File: src/rtl/hilo_md_unit.sv
// HI/LO owner for the MIPS core: iterative radix-2 mult/multu/div/divu plus mthi/mtlo/mfhi/mflo.
// Raises a Decode stall while a HI/LO consumer would see an unfinished result.
module hilo_md_unit #(
    parameter int DATA_WIDTH = 32,
    parameter int CNT_WIDTH  = 5
) (
    input  logic                  i_CLK,
    input  logic                  i_RST_n,
    input  logic                  i_MdStartE,
    input  logic [1:0]            i_MdOpE,
    input  logic [DATA_WIDTH-1:0] i_SrcAE,
    input  logic [DATA_WIDTH-1:0] i_SrcBE,
    input  logic                  i_MthiE,
    input  logic                  i_MtloE,
    input  logic                  i_MfhiE,
    input  logic                  i_HiLoUseD,
    output logic [DATA_WIDTH-1:0] o_HiLoOutE,
    output logic                  o_MdStallD,
    output logic                  o_MdBusy
);
    localparam int W = DATA_WIDTH;

    typedef enum logic [1:0] {IDLE, CALC, FIX} state_t;

    state_t                 state_q;
    logic [CNT_WIDTH-1:0]   cnt_q;
    logic [W-1:0]           hi_q, lo_q;
    logic [2*W-1:0]         acc_q, acc_d;
    logic [W-1:0]           opb_q;
    logic [W-1:0]           rawa_q;
    logic                   is_div_q, neg_q, neg_rem_q, bzero_q;

    logic                   sign_a, sign_b;
    logic [W-1:0]           mag_a, mag_b;
    logic [W:0]             mul_add, div_trial;
    logic [2*W-1:0]         mul_nxt, div_nxt, prod;
    logic [W-1:0]           quo, rem;

    always_comb begin
        sign_a    = ~i_MdOpE[0] & i_SrcAE[W-1];
        sign_b    = ~i_MdOpE[0] & i_SrcBE[W-1];
        mag_a     = sign_a ? -i_SrcAE : i_SrcAE;
        mag_b     = sign_b ? -i_SrcBE : i_SrcBE;
        // Multiply: multiplier sits in the low half and shifts out as partial sums shift in.
        mul_add   = {1'b0, acc_q[2*W-1:W]} + (acc_q[0] ? {1'b0, opb_q} : {(W+1){1'b0}});
        mul_nxt   = {mul_add, acc_q[W-1:1]};
        // Divide: remainder in the high half, dividend shifts into it, quotient bits fill the low half.
        div_trial = acc_q[2*W-1:W-1] - {1'b0, opb_q};
        div_nxt   = div_trial[W] ? {acc_q[2*W-2:0], 1'b0}
                                 : {div_trial[W-1:0], acc_q[W-2:0], 1'b1};
        acc_d     = is_div_q ? div_nxt : mul_nxt;
        prod      = neg_q ? -acc_q : acc_q;
        quo       = neg_q ? -acc_q[W-1:0] : acc_q[W-1:0];
        rem       = neg_rem_q ? -acc_q[2*W-1:W] : acc_q[2*W-1:W];
    end

    always_ff @(posedge i_CLK or negedge i_RST_n) begin
        if (!i_RST_n) begin
            state_q   <= IDLE;
            cnt_q     <= '0;
            hi_q      <= '0;
            lo_q      <= '0;
            acc_q     <= '0;
            opb_q     <= '0;
            rawa_q    <= '0;
            is_div_q  <= 1'b0;
            neg_q     <= 1'b0;
            neg_rem_q <= 1'b0;
            bzero_q   <= 1'b0;
        end else begin
            case (state_q)
                IDLE: begin
                    if (i_MdStartE) begin
                        is_div_q  <= i_MdOpE[1];
                        neg_q     <= sign_a ^ sign_b;
                        neg_rem_q <= sign_a;
                        bzero_q   <= (i_SrcBE == '0);
                        rawa_q    <= i_SrcAE;
                        cnt_q     <= '0;
                        if (i_MdOpE[1]) begin
                            acc_q <= {{W{1'b0}}, mag_a};
                            opb_q <= mag_b;
                        end else begin
                            acc_q <= {{W{1'b0}}, mag_b};
                            opb_q <= mag_a;
                        end
                        state_q <= CALC;
                    end else begin
                        if (i_MthiE) hi_q <= i_SrcAE;
                        if (i_MtloE) lo_q <= i_SrcAE;
                    end
                end
                CALC: begin
                    acc_q <= acc_d;
                    cnt_q <= cnt_q + CNT_WIDTH'(1);
                    if (cnt_q == CNT_WIDTH'(W-1)) state_q <= FIX;
                end
                FIX: begin
                    if (!is_div_q) begin
                        hi_q <= prod[2*W-1:W];
                        lo_q <= prod[W-1:0];
                    end else if (bzero_q) begin
                        // Divide by zero is not trapped: all-ones quotient, dividend passes through.
                        hi_q <= rawa_q;
                        lo_q <= '1;
                    end else begin
                        hi_q <= rem;
                        lo_q <= quo;
                    end
                    state_q <= IDLE;
                end
                default: state_q <= IDLE;
            endcase
        end
    end

    assign o_MdBusy   = (state_q != IDLE);
    assign o_MdStallD = i_HiLoUseD && (o_MdBusy || i_MdStartE);
    assign o_HiLoOutE = i_MfhiE ? hi_q : lo_q;

endmodule

File: config.mk
export PLATFORM = sky130hd
export DESIGN_NAME = hilo_md_unit
export DESIGN_NICKNAME = d
export VERILOG_FILES = /design/src/rtl/hilo_md_unit.sv
export SDC_FILE = /design/constraint.sdc
export NUM_CORES = 1
export LEC_CHECK = 0
export CORE_ASPECT_RATIO = 1.25
export CORE_MARGIN = 3
export CORE_UTILIZATION = 55
export DETAILED_ROUTE_END_ITERATION = 10
export GPL_TIMING_DRIVEN = 1
export PLACE_DENSITY = 0.75
export SLEW_MARGIN = 20
export SYNTH_ARGS = -nofsm -noshare
export SYNTH_HDL_FRONTEND = slang
export SYNTH_SLANG_ARGS = --single-unit
File: constraint.sdc
create_clock -name i_CLK -period 11.4 [get_ports i_CLK]
set_input_delay 2.85 -clock i_CLK [delete_from_list [all_inputs] [get_ports i_CLK]]
set_output_delay 2.85 -clock i_CLK [all_outputs]
set_load 0.005 [all_outputs]
==> results summary <==
The die is between 150 and 200 um wide. The count of endpoints failing hold in the final timing report is 0. The first routing iteration left roughly 2300 violations. The pin count of the biggest net entering global routing is between 90 and 100.

The number of I/O port buffers is 106. The die area came out at 0.0342 mm^2. The setup path with the least slack is of type input pin to output pin. The proportion of netlist area held by the largest area contributor came out at between 20 and 30%. The largest vdd supply drop is about 0.20 mV. The run finished with clean final reports.

The worst pin sits at a relative slew slack of between 20% and 30%. The transition time at the pin with the least slew margin is roughly 1.1 ns. The power density of the placed cells came out at approximately 330 mW/mm^2. Across all hold checks on the routed design, the worst slack comes to approximately 0.48 ns. Once detail routing completed, the nets flagged for antenna violations numbered 0. The accumulated negative setup slack is 0 ns. The post-route clock period utilization is between 60% and 70%. The starting density of the core is a little under three fifths. In the final design database the tool counted about 2400 nets. The post-route DRC violation count came out at 0.

The total number of vias is about 18000. The number of levels the H-tree was split into came out at 1. The mean instance size in the synthesized netlist came out at slightly below 8 um^2. The clock period minus final worst setup slack came out at about 7.4 ns. The highest cell delay on the worst timing path came out at about 0.46 ns. The number of buffers on the longest clock path came out at 3. The sum of routed wire length over all layers came out at between 60 and 70 mm. The worst setup path is launched from an input pin. The detailed-router iteration count before antenna repair is 6. The top fanout value on the critical path came out at 32. For the worst setup path, the data arrival time is 4.54 ns. The number of standard-cell rows in the floorplan is 72. In this run the post-CTS setup repair buffer count came out at 0.

At the end of routability-driven placement, the weighted congestion stood at about 0.99. The total I/O pin count came out at 107. The synthesis-to-finish area growth came out at 10.7%. The number of buffers added by the clock tree synthesis step is 25. Walking the worst path, the cells encountered are clkdlybuf4s50_1 -> buf_4 -> mux2_2 -> clkdlybuf4s50_1. In the synthesized netlist, the cells that appear most often are nand2_1 (317), o21ai_0 (232), dfrtp_1 (203). The data required time at the worst endpoint came out at around 8.6 ns. The number of maximum-capacitance violations is 0.

In the synthesized netlist the dominant register cell turns out to be dfrtp_1. The worst setup path is captured at an output pin. Setup repair after global routing left no endpoint under its margin. The total of endpoints with negative setup slack in the final report is 0. Yosys printed 0 warnings. The number of global-route vias before repair is roughly 17000.

The total area inside the core boundary comes to 0.0313 mm^2. The count of hold buffers inserted by post-cts repair came out at 0. The path class of the tightest hold or removal check is register to register.

The insertion delay to the later sink of the worst-skew pair is 0.56 ns. After clock tree synthesis, the clock-pin slew on the worst setup and hold paths is about 0.07 ns. The routed length per placed instance is between 20 and 25 um. The static leakage power is ~8.0 nW.

The all-layer global routing usage is 37.7%. The synthesized flop and latch total came out at a little over 200. The post-synthesis async set-or-reset flop share came out at 100%. The number of enable flip-flop cells after synthesis came out at 0. The count of inserted antenna diode cells is 0. The max-slew violation count is 0. The total standard cell area after synthesis is 0.0176 mm^2. The global route total overflow is 0. TritonCTS built the clock tree. Synthesis produced a netlist whose cell count is about 2300. The number of sinks on the clock net is roughly 200. After legalization and detailed placement, the total HPWL measured a little under 50 mm. The height of the die came out at 206 um. The first-pass GRT wire length came out at 102 mm. The largest area contributor in the synthesized netlist is dfrtp_1. The sequential cell area fraction in the yosys report came out at between 20% and 30%. Yosys mapped the design onto just under 80 distinct sky130hd cell types. The clock skew came out at about 0.024 ns. The cell chosen for the clock root is clkbuf_16. The peak clock frequency supported by timing came out at 0.135 GHz. The slowest stage of the critical path is the clkdlybuf4s50_1 cell. In the post-synthesis netlist, the cell with the most instances is nand2_1. The net count after synthesis is about 2400. The initial antenna violation count is 0. The fraction of final layout cells with drive strength greater than 1 came out at under 10%. After synthesis, the cell types taking the most area are dfrtp_1 (29%), nand2_1 (6.8%), o21ai_0 (6.6%). The most numerous cell on the critical path is clkdlybuf4s50_1.

After clock tree synthesis, the repair step resized 0 gates. The post-detailed-route via-to-cell ratio is between 6 and 7.
[through the flow]
step	instances	area, um^2	setup slack, ns	utilization [%]	power (mW)
4_1_cts	2677	19500	4.01	62.4	6.31
3_3_place_gp	2633	18600	4.07	59.7	5.34
6_report	2677	19500	4.01	62.4	6.41
5_1_grt	2677	19500	3.94	62.4	6.85
3_5_place_dp	2633	18600	4.01	59.7	5.42
2_1_floorplan	2265	17600	4.81	-	4.24
[cell usage in the layout, fill, tap and decap left out, drive strengths merged, types with 25 or more instances in the layout]
cell	Yosys	layout
clkdlybuf4s50	1	104
inv	61	62
o31ai	31	31
o22ai	33	33
nor2	179	179
nand2	317	317
clkbuf	138	36
nand3	35	35
dfrtp	203	203
a21oi	168	168
xor2	76	76
xnor2	100	100
nor3	48	48
o211ai	27	27
ha	70	70
mux2	37	37
o21ai	232	232
buf	35	31
mux2i	62	62
or3	25	25
a211oi	50	50
a21o	34	34
[area by class of cell]
cell class	instances	area, um^2
Clock buffer	35	683
Inverter	61	229
Tap cell	407	509
Clock inverter	9	174
Timing Repair Buffer	136	1280
Fill cell	2818	11800
Multi-Input combinational cell	1826	11500
Sequential cell	203	5080
[logic make-up (layout without fill, tap and decap cells)]
kind of cell | Yosys count | after routing | share of synthesized area, %
xor gates and xnor gates | 176 | 176 | 8.75
buffers and inverters | 236 | 241 | 5.89
AOI/OAI and AO/OA | 736 | 736 | 26.2
muxes | 99 | 99 | 5.89
adders and majority gates | 72 | 72 | 5.20
and+or+nand+nor | 743 | 743 | 19.3
DFF | 203 | 203 | 28.8
[flip-flops by register name (all words and copies together), names as in the netlist, 2 cells and up]
name	flops
acc_q	64
cnt_q	5
hi_q	32
lo_q	32
opb_q	32
rawa_q	32
state_q	2
[worst paths after layout]
kind | start | end | slack (ns) | depth (start not counted)
min | rawa_q[21]$_DFFE_PN0P_ | rawa_q[21]$_DFFE_PN0P_ | 0.48 | 2
min reg2reg | rawa_q[21]$_DFFE_PN0P_ | rawa_q[21]$_DFFE_PN0P_ | 0.48 | 2
min in group asynchronous | i_RST_n | acc_q[52]$_DFFE_PN0P_ | 2.35 | 1
max in group asynchronous | i_RST_n | hi_q[11]$_DFFE_PN0P_ | 6.99 | 3
max | i_MfhiE | o_HiLoOutE[25] | 4.01 | 4
max reg2reg | acc_q[2]$_DFFE_PN0P_ | hi_q[25]$_DFFE_PN0P_ | 7.05 | 8
[per-layer routing]
layer,GRT usage (%),routed length [um],vias to the layer above
met5,0,0,-
met4,23.2,4860,0
met3,6.96,6060,247
met2,60.7,29700,1032
met1,47.3,25500,8601
li1,-,-,8165
[report_power, final]
group | internal (mW) | switching (mW)
sequential | 1.08 | 0.515
combinational | 1.60 | 2.35
clock | 0.529 | 0.342
total | 3.21 | 3.20
[critical path, delay by kind of cell]
family	cells	cell delay [ns]
mux	1	0.39
buf+inv	3	1.28
Power figures use the tool's default switching activity.
